File: config.mk
export PLATFORM = sky130hd
export DESIGN_NAME = dma_prog_seq
export DESIGN_NICKNAME = d
export VERILOG_FILES = /design/src/rtl/dma_prog_seq.sv
export SDC_FILE = /design/constraint.sdc
export NUM_CORES = 1
export LEC_CHECK = 0
export CORE_MARGIN = 10
export CORE_UTILIZATION = 40
export CTS_BUF_LIST = sky130_fd_sc_hd__clkbuf_8 sky130_fd_sc_hd__clkbuf_16
export CTS_CLUSTER_DIAMETER = 30
export DETAILED_ROUTE_END_ITERATION = 8
export PLACE_DENSITY_LB_ADDON = 0.08
export RECOVER_POWER = 25
export SYNTH_ARGS = -nofsm -noshare
export SYNTH_HDL_FRONTEND = slang
export SYNTH_SLANG_ARGS = --single-unit
File: constraint.sdc
create_clock -name clk -period 2.7 [get_ports clk]
set_input_delay 0.81 -clock clk [delete_from_list [all_inputs] [get_ports clk]]
set_output_delay 0.81 -clock clk [all_outputs]
set_load 0.01 [all_outputs]
File: src/rtl/dma_prog_seq.sv
// DMA programming sequencer: expands one channel-setup instruction into a short
// list of DMA controller register writes, each held until the controller acks it.
module dma_prog_seq #(
   parameter int DATA_W    = 16,
   parameter int ADDR_W    = 8,
   parameter int NUM_CH    = 4,
   parameter int MEM_LIMIT = 32764,
   localparam int CH_W     = (NUM_CH > 1) ? $clog2(NUM_CH) : 1
) (
   input  logic              clk,
   input  logic              rst,
   input  logic              instr_valid,
   output logic              instr_ready,
   input  logic [5:0]        op_code,
   input  logic [DATA_W-1:0] operand,
   input  logic [CH_W-1:0]   ch_sel,
   output logic              reg_wr,
   output logic [ADDR_W-1:0] reg_addr,
   output logic [DATA_W-1:0] reg_data,
   input  logic              reg_ack,
   output logic              busy,
   output logic              done,
   output logic              err
);

   // state | meaning
   // IDLE  | waiting for an instruction, instr_ready high
   // WRITE | presenting register write idx_q of the current sequence
   // DONE  | one-cycle completion pulse
   typedef enum logic [1:0] {ST_IDLE, ST_WRITE, ST_DONE} state_e;
   typedef enum logic [2:0] {K_CNT, K_SRC_P, K_SRC_M, K_DST_MM, K_DST_MP, K_DST_B} kind_e;

   localparam logic [5:0] OP_CNT = 6'd56;
   localparam logic [5:0] OP_SRC = 6'd57;
   localparam logic [5:0] OP_DST = 6'd59;

   state_e              state_q, state_d;
   kind_e               kind_q, kind_d, kind_in;
   logic [1:0]          idx_q, idx_d;
   logic [CH_W-1:0]     ch_q, ch_d;
   logic [NUM_CH-1:0]   mem_src_q, mem_src_d;
   logic                reg_wr_q, reg_wr_d;
   logic [ADDR_W-1:0]   reg_addr_q, reg_addr_d;
   logic [DATA_W-1:0]   reg_data_q, reg_data_d;
   logic                busy_q, busy_d, done_q, done_d, err_q, err_d;
   logic                legal_in, periph_in;

   // Only the first write of any sequence carries the operand, so it is taken
   // straight from the port at acceptance and never needs to be stored.
   function automatic logic [ADDR_W+DATA_W-1:0] wr_at(input kind_e k, input logic [1:0] i,
                                                     input logic [CH_W-1:0] c,
                                                     input logic [DATA_W-1:0] v);
      logic [ADDR_W-1:0] a_c, a;
      logic [DATA_W-1:0] d_c, d;
      a_c = ADDR_W'(c) << 2;
      d_c = DATA_W'(c);
      a   = '0;
      d   = '0;
      case (k)
         K_CNT: begin a = ADDR_W'(17) + a_c; d = v; end
         K_SRC_P: case (i)
            2'd0:    begin a = ADDR_W'(7);  d = DATA_W'(128); end
            2'd1:    begin a = ADDR_W'(11); d = d_c; end
            2'd2:    begin a = ADDR_W'(10); d = DATA_W'(8) | d_c; end
            default: begin a = ADDR_W'(12); d = DATA_W'(4) | d_c; end
         endcase
         K_SRC_M: case (i)
            2'd0:    begin a = ADDR_W'(16) + a_c; d = v; end
            2'd1:    begin a = ADDR_W'(11); d = d_c; end
            default: begin a = ADDR_W'(12); d = DATA_W'(4) | d_c; end
         endcase
         K_DST_MM: case (i)
            2'd0:    begin a = ADDR_W'(18) + a_c; d = v; end
            2'd1:    begin a = ADDR_W'(7);  d = DATA_W'(1); end
            default: begin a = ADDR_W'(12); d = DATA_W'(4) | d_c; end
         endcase
         K_DST_MP: case (i)
            2'd0:    begin a = ADDR_W'(10); d = DATA_W'(4) | d_c; end
            default: begin a = ADDR_W'(7);  d = '0; end
         endcase
         default: begin a = ADDR_W'(16) + a_c; d = v; end
      endcase
      return {a, d};
   endfunction

   function automatic logic [1:0] last_idx(input kind_e k);
      case (k)
         K_SRC_P:           return 2'd3;
         K_SRC_M, K_DST_MM: return 2'd2;
         K_DST_MP:          return 2'd1;
         default:           return 2'd0;
      endcase
   endfunction

   assign periph_in = operand > DATA_W'(MEM_LIMIT);

   always_comb begin
      kind_in  = K_CNT;
      legal_in = 1'b1;
      case (op_code)
         OP_CNT: kind_in = K_CNT;
         OP_SRC: kind_in = periph_in ? K_SRC_P : K_SRC_M;
         OP_DST: begin
            if (mem_src_q[ch_sel])  kind_in = periph_in ? K_DST_MP : K_DST_MM;
            else if (periph_in)     legal_in = 1'b0;
            else                    kind_in = K_DST_B;
         end
         default: legal_in = 1'b0;
      endcase
   end

   always_comb begin
      state_d    = state_q;
      kind_d     = kind_q;
      idx_d      = idx_q;
      ch_d       = ch_q;
      mem_src_d  = mem_src_q;
      reg_wr_d   = reg_wr_q;
      reg_addr_d = reg_addr_q;
      reg_data_d = reg_data_q;
      busy_d     = busy_q;
      done_d     = 1'b0;
      err_d      = 1'b0;
      case (state_q)
         ST_IDLE: begin
            if (instr_valid) begin
               if (legal_in) begin
                  state_d  = ST_WRITE;
                  kind_d   = kind_in;
                  ch_d     = ch_sel;
                  idx_d    = 2'd0;
                  reg_wr_d = 1'b1;
                  busy_d   = 1'b1;
                  {reg_addr_d, reg_data_d} = wr_at(kind_in, 2'd0, ch_sel, operand);
               end else begin
                  err_d = 1'b1;
               end
            end
         end
         ST_WRITE: begin
            if (reg_ack) begin
               if (idx_q == last_idx(kind_q)) begin
                  state_d  = ST_DONE;
                  reg_wr_d = 1'b0;
                  done_d   = 1'b1;
                  case (kind_q)
                     K_SRC_P, K_DST_MM, K_DST_MP: mem_src_d[ch_q] = 1'b0;
                     K_SRC_M:                     mem_src_d[ch_q] = 1'b1;
                     default: ;
                  endcase
               end else begin
                  idx_d = 2'(idx_q + 2'd1);
                  {reg_addr_d, reg_data_d} = wr_at(kind_q, 2'(idx_q + 2'd1), ch_q, operand);
               end
            end
         end
         default: begin
            state_d = ST_IDLE;
            busy_d  = 1'b0;
         end
      endcase
   end

   always_ff @(posedge clk or posedge rst) begin
      if (rst) begin
         state_q    <= ST_IDLE;
         kind_q     <= K_CNT;
         idx_q      <= '0;
         ch_q       <= '0;
         mem_src_q  <= '0;
         reg_wr_q   <= 1'b0;
         reg_addr_q <= '0;
         reg_data_q <= '0;
         busy_q     <= 1'b0;
         done_q     <= 1'b0;
         err_q      <= 1'b0;
      end else begin
         state_q    <= state_d;
         kind_q     <= kind_d;
         idx_q      <= idx_d;
         ch_q       <= ch_d;
         mem_src_q  <= mem_src_d;
         reg_wr_q   <= reg_wr_d;
         reg_addr_q <= reg_addr_d;
         reg_data_q <= reg_data_d;
         busy_q     <= busy_d;
         done_q     <= done_d;
         err_q      <= err_d;
      end
   end

   assign instr_ready = (state_q == ST_IDLE);
   assign reg_wr      = reg_wr_q;
   assign reg_addr    = reg_addr_q;
   assign reg_data    = reg_data_q;
   assign busy        = busy_q;
   assign done        = done_q;
   assign err         = err_q;

endmodule

# Word level (Yosys, flattened, before mapping)
# Index checks and enable logic that the tools add are counted.
word_totals:
  mem_count: 0
  mem_bits_ro: 0
  latchBits: 0
  out_inout_bits: 29
  ram_bits: 0
  in_bits: 28
  register_bits: 41
classes:
  multipliers: 0
  n_bitwise: 4
  mux: 60
  shifts: 0
  n_eq_ne: 19
  add_sub_neg: 7
  reduce_logical: 16
  div_mod_pow: 0
  n_lt_le_gt_ge: 4
op_table:
  columns: ["cell", "n"]
  rows:
  - ["case mux 16 bit (2 select lines)", 4]
  - ["2-to-1 mux 16 bit", 4]
  - ["case mux 16 bit (4 select lines)", 1]
  - ["adder 5 x 4 -> 6 bit (first input constant)", 6]
  - ["2-to-1 mux 8 bit", 4]
  - ["case mux 6 bit (5 select lines)", 1]
  - ["case mux 6 bit (2 select lines)", 2]
  - ["case mux 6 bit (4 select lines)", 1]
  - ["case mux 8 bit (3 select lines)", 1]
  - ["2-to-1 mux 2 bit", 11]
  - ["equality test 6 bit (second input constant)", 3]
  - ["> comparator 16 x 15 -> 1 bit (second input constant)", 1]
  - ["case mux 8 bit (2 select lines)", 1]
  - ["2-to-1 mux 1 bit", 14]
  - ["2-to-1 mux 3 bit", 4]
  - ["case mux 4 bit (3 select lines)", 1]
  - ["AND reduction 5 bit", 2]
  - ["equality test 3 x 2 -> 1 bit (second input constant)", 3]
  - ["!= test 2 bit (second input constant)", 4]
  - ["case mux 2 bit (2 select lines)", 2]
  - ["case mux 4 bit (2 select lines)", 1]
  - ["AND reduction 4 bit", 2]
  - ["equality test 3 x 1 -> 1 bit (second input constant)", 2]
  - ["equality test 3 bit (second input constant)", 2]
  - ["other kinds (24)", 33]

# Longest topological paths before layout
# Gate-level depths: netlist of run 1.
logic_depth:
  ltp_word: 9
  mapped_depth: 12

# Worst setup path before layout of run 1
# Ideal clock, no wire load.
synth_timing:
  path_kind: "input-to-reg"
  startpoint: "in operand[4]"
  endpoint: "reg reg_data_q[11] (netlist: reg_data[11])"
  path_buffers: 2
  stages: 12
  arrival_ns: 2.772
  required_ns: 2.579
  slack_ns: -0.193
  cell_sequence: "nand4_1 > o41a_1 > buf_2 > inv_1 > ha_1 > nand2b_1 > nor2_1 > mux2i_2 > o22ai_1 > nor2_2 > buf_4 > a22o_1"
synth_via:
  elab_chain_cells: 9
  word_cells_on_any_way: 17
  cone_classes: "order compare (1); eq/ne (3); mux (12); reduce/logical (1)"
synth_lines:
  columns: ["item", "line_no", "rtl"]
  rows:
  - ["start, declared", "15", "input logic [DATA_W-1:0] operand,"]
  - ["> comparator 16 x 15 -> 1 bit (*)", "95", "assign periph_in = operand > DATA_W'(MEM_LIMIT);"]
  - ["2-to-1 mux 3 bit (on tied branches)", "105, 104", null]
  - ["2-to-1 mux 3 bit", "104", "if (mem_src_q[ch_sel]) kind_in = periph_in ? K_DST_MP : K_DST_MM;"]
  - ["case mux 3 bit (2 select lines)", "100", "case (op_code)"]
  - ["equality test 3 bit / equality test 3 x 1 -> 1 bit (equally long branches)", "59", "case (k)"]
  - ["case mux 16 bit (2 select lines)", "59", null]
  - ["2-to-1 mux 16 bit", "127", "if (legal_in) begin"]
  - ["2-to-1 mux 16 bit", "126", "if (instr_valid) begin"]
  - ["case mux 16 bit (2 select lines)", "124", "case (state_q)"]
  - ["end signal, assigned", "185", "reg_data_q <= reg_data_d;"]
  - ["end, declared", "44", "logic [DATA_W-1:0] reg_data_q, reg_data_d;"]
# Every way passes the cells marked *; elsewhere a longest branch is shown, timed or not. The select of a mux whose other input is x is not followed.
# A chain may end at the register's enable or synchronous reset.

# Worst setup path in the final report of run 1
layout_timing:
  startpoint: "in operand[12]"
  endpoint: "reg reg_data_q[1] (netlist: reg_data[1])"
# Same word-level chain as after synthesis.

==> impl_results.md, run 1 <==
* #FFs+latches synth at 38
* Chip width at 96.52 um
* ANT nets after route at 0
* Critical Setup Path Class: in2reg
* Sum Neg Setup Slack at 0 ns
* Cts bufs inserted at 5
* Number of synthesis warnings at 0
* Final net count at 361
* Post-synthesis sequential area ratio at 40.60%
* Final hold vios at 0
* Critical path required time at 2.88 ns
* Sink Count at 38
* Largest net degree at the start of global routing at 39
* GRT Total Usage at 14.92%
* HP Class: reg2reg
* Clock-pin transition on the worst setup and hold timing paths at 0.07 ns
* Initial Util at 41.77%
* Die H at 96.52 um
* Hold path depth at 1
* Initial antenna violation count at 0
* Crit-path max cell delay at 0.40 ns
* Relative slew slack at 35.82%
* Clock Skew at 0.004778 ns
* Post-synth EDFFs at 0
* Final Instance Area at 3278 um2
* Minimum clock period at 2.595 ns
* Wirelength, routed at 6.818 mm
* Global-route wire length before repair at 11.01 mm
* Hold Buf Count CTS at 0
* FFs w/ async S/R, synth at 100.0%
* H-tree levels at 2
* Final period util at 96.12%
* CP Buf/Inv Count at 3
* HPWL after detailed placement at 5.170 mm
* Core Region at 5608 um2
* Max-cap violations at 0
* Cells after Synth at 247
* # IOs at 57
* Vias in the first global route at 2086
* Dpl cells at 385
* Syn Area/Cell at 9.483 um2
* Fin Hold WS at 0.4930 ns
* Worst path depth at 12
* Synth Flop Type: dfrtp_1
* Cell area after synthesis at 2342 um2
* Setup crit end kind: flop
* Row Count at 27
* Final Slew Violations at 0
* Reg2Reg Depth at 7
* F_max at 385.3 MHz
* Average wire per standard cell at 17.17 um
* Power per cell area at 704.3 nW/um2
* Clock latency at the later pin of the worst-skew pair at 0.28 ns
* # setup viols final at 0
* Fin cells at 397
* Drt via density at 5.393
* Critical path data arrival time at 2.77 ns
* Total global routing overflow at 0
* Critical-path top delay cell: o41a_1
* ANT cells at 0
* Yosys cell types at 57
* Share of layout cells above drive strength 1 at 25.85%
* Status: completed
* RSZ-0062 raised after global routing: no
* Worst slew pin tran at 0.9627 ns
* Leak Pwr at 1.440 nW
* Placed Area at 3124 um2
* Drt first pass iters at 5
* Max clock buf depth at 2
* Layout area overhead at 39.96%
* Root Buffer Master: clkbuf_8
* Die ar. at 9316 um2
* CP Cell Sequence: dlygate4sd2_1 > o211ai_1 > o41a_1 > inv_2 > ha_4 > nand2b_4 > nor2_4 > mux2i_4 > buf_6 > o21ai_4 > a211oi_4 > a21o_1
* CP delay by family, top: compound AO/OA/AOI/OAI gates
* DR vias at 2141
* CTS tree: yes
* Crit path launch type: primary input
* IO Port Bufs at 53
* # DRC at 0
* GP Congestion at 0.8807
* Peak VDD IR at 0.3798 mV
* DRT iter0 DRCs at 211
* CP Max Fanout at 4
repair_timing:
action	in CTS	in global routing
hold endpoints to repair	0	0
endpoints found under the setup margin	25	23
resized for setup	35	35
setup buffers	2	2
gates cloned	0	1
pin swaps	10	13
path summary, 6_finish.rpt:
| kind | end | slack (ns) | from |
|---|---|---|---|
| setup / recovery | reg_data[1]$_DFFE_PP0P_ | 0.10 | operand[12] |
| max in group asynchronous | idx_q[1]$_DFFE_PP0P_ | 0.85 | rst |
| min in group asynchronous | err$_DFF_PP0_ | 1.26 | rst |
| setup reg to reg | reg_data[1]$_DFFE_PP0P_ | 0.32 | idx_q[0]$_DFFE_PP0P_ |
| hold reg to reg | flop | 0.49 | flop |
| hold / removal | flop | 0.49 | flop |
synth_stat cells, drive strengths merged, types with 5 or more instances:
library cell   n  area share [%]
inv           13             2.1
nand3          5             1.1
clkbuf         9             1.4
nand4          5             1.3
dfrtp         38              41
mux2           7             3.4
nand2         21             3.4
o21ai         14             3.0
a22o          14             5.6
a21oi         14             3.0
mux2i          5             2.3
nor2b          5             1.3
nand2b         8             2.1
ha             8             4.3
buf           11             3.1
nor2          16             3.0
routing by layer:
layer	track usage, %	up-vias	share of wire [%]
met1	21.37	1010	46
met5	0	-	0
met4	2.542	0	0.26
met3	4.009	2	7.4
li1	-	1065	-
met2	22.22	64	46
where the power goes:
part           total, mW  internal, mW  switching [mW]  leakage, nW
Combinational       1.04         0.582           0.459        0.914
Clock              0.368         0.173           0.194       0.0438
Sequential         0.900         0.758           0.142        0.482
area by class of cell:
cell class              count  area (um2)
fillers                   524        2330
multi-input cells         179        1370
flip-flops and latches     38       950.9
repair buffers             88       739.5
well taps                  72       90.09
clock buffers               5       68.82
inverters                  13       48.80
clock inverters             2       10.01
through the flow:
stage,power (mW),worst slack [ns],util (%)
global placement,1.941,-0.6758,55.71
detailed placement,1.945,-0.6764,55.71
finish,2.309,0.1048,58.46
global route,2.481,0.01901,58.46
floorplan,1.390,-0.02821,-
CTS,2.325,0.0009712,58.12
worst register-to-register path, delay by kind of cell, from the launching register on:
kind | cells | cell delay (ns)
fa+ha+maj | 1 | 0.32
buf+inv | 1 | 0.16
compound gates | 5 | 1.30
flops | 1 | 0.49
cell usage in the layout, fill, tap and decap left out, types with 2 or more instances in the layout:
cell type        synthesis  final
nand4b_1                 3      3
mux2_1                   4      4
dfrtp_1                 38     38
nand2b_4                 0      2
mux2i_1                  4      4
clkbuf_8                 0      5
nor2_1                  14     13
a31oi_1                  4      3
buf_6                    1      2
nand2b_1                 8      6
a21oi_1                 14     14
o211ai_1                 2      2
inv_1                   13     10
a221oi_1                 2      2
a22oi_1                  2      2
ha_1                     8      6
nand4_1                  5      5
a221o_1                  3      3
mux2_2                   3      3
nor2_4                   1      4
clkdlybuf4s50_1          0     34
conb_1                   1      3
a21o_1                   3      3
nor3_2                   1      2
o21ai_0                 14     12
o31ai_1                  4      4
nor2b_1                  5      5
clkbuf_2                 0     13
dlygate4sd2_1            0      3
buf_4                    5     31
inv_2                    0      3
o311ai_0                 3      3
a211oi_1                 3      2
a22o_1                  13     13
clkinv_2                 0      2
xnor2_1                  2      2
nand2_1                 21     20
nand3_1                  5      4
logic make-up after synthesis:
kind of cell / count (synthesis) / synth area share, %
buffers and inverters: 33 / 6.624
other: 1 / 0.1601
AOI/OAI and AO/OA: 78 / 24.04
xor gates and xnor gates: 3 / 1.122
muxes: 13 / 6.624
and+or+nand+nor: 73 / 16.56
adders and majority gates: 8 / 4.274
DFF: 38 / 40.60
Power figures use the tool's default switching activity.
==> run 2, diff against run 1 <==
==> constraint.sdc (replaced) <==
create_clock -name clk -period 2.7 [get_ports clk]
set_input_delay 0.54 -clock clk [delete_from_list [all_inputs] [get_ports clk]]
set_output_delay 0.54 -clock clk [all_outputs]
set_load 0.01 [all_outputs]
==> impl_results.md, run 2 (synthesized netlist as in run 1, its figures left out) <==
* Status: completed
* Met3 track utilization from global routing at 3.778%
* Core Region at 5608 um2
* Sink Count at 38
* GRT Total Usage at 14.88%
* Row Count at 27
* Hold Buf Count CTS at 0
* Vias in the first global route at 2135
* # IOs at 57
* Critical path data arrival time at 2.78 ns
* GP Congestion at 0.8505
* Pint at 1.550 mW
* CP Buf/Inv Count at 3
* HP Start: reg_data[1]$_DFFE_PP0P_
* Leak Pwr at 1.496 nW
* Dpl cells at 387
* Most frequent cells in the layout: clkdlybuf4s50_1 (42), dfrtp_1 (38), buf_4 (33)
* ANT cells at 0
* Post-layout util at 60.06%
* DRT iter0 DRCs at 150
* Minimum clock period at 2.600 ns
* Crit-path max cell delay at 0.48 ns
* Initial Util at 41.77%
* Drt first pass iters at 5
* Die H at 96.52 um
* Final Instance Area at 3368 um2
* Fin cells at 397
* Chip width at 96.52 um
* NetSw at 0.7901 mW
* Max clock buf depth at 2
* Wirelength, routed at 7.030 mm
* Relative slew slack at 35.88%
* H-tree levels at 2
* Sw Ratio at 33.76%
* Critical Setup Path Class: in2reg
* Reg area at 950.9 um2
* Clock Skew at 0.002815 ns
* F_max at 384.6 MHz
* Global-route wire length before repair at 10.83 mm
* Share of layout cells above drive strength 1 at 20.92%
* Combinational Power Share at 45.1%
* Final period util at 96.30%
* Setup crit end kind: flop
* Reg2Reg Depth at 9
* Initial antenna violation count at 0
* Top Usage Layer GRT: met2
* Critical path required time at 2.88 ns
* Reg2Reg Setup Slack at 0.40 ns
* IO Port Bufs at 53
* CP Max Fanout at 3
* Power per cell area at 694.8 nW/um2
* Total global routing overflow at 0
* CP Cell Sequence: clkdlybuf4s50_1 > nand4_1 > o41a_1 > inv_2 > ha_4 > nand2b_4 > nor2_4 > buf_6 > a21o_1 > a31oi_2 > a221o_1
* HPWL after detailed placement at 5.195 mm
* Clock power share at 16.7%
* Final net count at 362
* Root Buffer Master: clkbuf_8
* Final hold vios at 0
* Most common cell after layout, fill and taps aside: clkdlybuf4s50_1
* Multi-input gate area at 1368 um2
* Drt via density at 5.436
* Worst slew pin tran at 0.9619 ns
* Clock-pin transition on the worst setup and hold timing paths at 0.07 ns
* Worst R2R End: reg_data[2]$_DFFE_PP0P_
* Average wire per standard cell at 17.71 um
* Peak VDD IR at 0.4247 mV
* # setup viols final at 0
* Cts bufs inserted at 5
* Crit path launch type: primary input
* Clock latency at the later pin of the worst-skew pair at 0.29 ns
* RSZ-0062 raised after global routing: no
* Flop pwr share at 38.2%
* Hold path depth at 1
* Die ar. at 9316 um2
* Met1 usage in global routing at 19.48%
* Layout area overhead at 43.80%
* Max-cap violations at 0
* ANT nets after route at 0
* DR vias at 2158
* Hold EP: reg_data[1]$_DFFE_PP0P_
* # DRC at 0
* Critical-path top delay cell: clkdlybuf4s50_1
* Placed Area at 3124 um2
* Layout fillers at 521
* CP delay by family, top: compound AO/OA/AOI/OAI gates
* CTS tree: yes
* HP Class: reg2reg
* Largest net degree at the start of global routing at 39
* Met2 usage at 23.66%
* Final Slew Violations at 0
run 2: cell count changes in the layout (fill, tap and decap cells not counted), moves of 2 or more:
| cell | previous run | this run |
|---|---|---|
| clkbuf_2 | 13 | 1 |
| clkdlybuf4s50_1 | 34 | 42 |
| dlymetal6s2s_1 | 1 | 7 |
| buf_4 | 31 | 33 |
| clkinv_2 | 2 | 0 |
| inv_1 | 10 | 12 |
| inv_2 | 3 | 1 |
run 2: final cells by class:
type                            instances  share of cell area, %
Inverter                               13                  1.449
Clock buffer                            6                  2.452
Tap cell                               72                  2.675
Sequential cell                        38                  28.23
Multi-Input combinational cell        179                  40.60
Timing Repair Buffer                   89                  24.59
run 2: routing by layer:
metal	wire length, um	share of wire, %
met5	0	0
met3	449	6.4
met2	3365	48
met4	82	1.2
met1	3132	45
run 2: how the worst max path moves through the flow:
stage | from | endpoint | slack, ns | depth (start not counted)
2_1_floorplan | operand[4] | reg_data[11]$_DFFE_PP0P_ | 0.08 | 12
3_3_place_gp | operand[7] | reg_data[15]$_DFFE_PP0P_ | -0.49 | 11
3_5_place_dp | operand[7] | reg_data[15]$_DFFE_PP0P_ | -0.54 | 11
4_1_cts | operand[8] | reg_data[2]$_DFFE_PP0P_ | 0.0009 | 11
5_1_grt | operand[13] | reg_data[14]$_DFFE_PP0P_ | 0.005 | 11
6_report | operand[11] | reg_data[2]$_DFFE_PP0P_ | 0.1 | 11
run 2: through the flow:
step | hold slack [ns] | power [mW] | worst slack [ns] | setup TNS (ns)
3_3_place_gp | 0.4630 | 1.941 | -0.4940 | -9.174
3_5_place_dp | 0.4702 | 1.950 | -0.5403 | -9.873
2_1_floorplan | 0.4587 | 1.385 | 0.07668 | 0
6_report | 0.4816 | 2.340 | 0.09990 | 0
5_1_grt | 0.5065 | 2.490 | 0.005428 | 0
4_1_cts | 0.4892 | 2.355 | 0.0009410 | 0
run 2: power by group through the flow:
stage	Sequential [mW]	Clock, mW	Combinational [mW]
6_report	0.895	0.390	1.06
5_1_grt	0.926	0.416	1.15
4_1_cts	0.896	0.396	1.06
3_5_place_dp	0.905	0	1.05
3_3_place_gp	0.906	0	1.03
2_1_floorplan	0.959	0	0.426
run 2: repair_timing:
| item | CTS | global route |
|---|---|---|
| setup buffers | 1 | 2 |
| endpoints found under the hold margin | 0 | 0 |
| cloned | 1 | 0 |
| pin swaps | 5 | 12 |
| endpoints found under the setup margin | 18 | 23 |
| gates resized for setup | 18 | 17 |
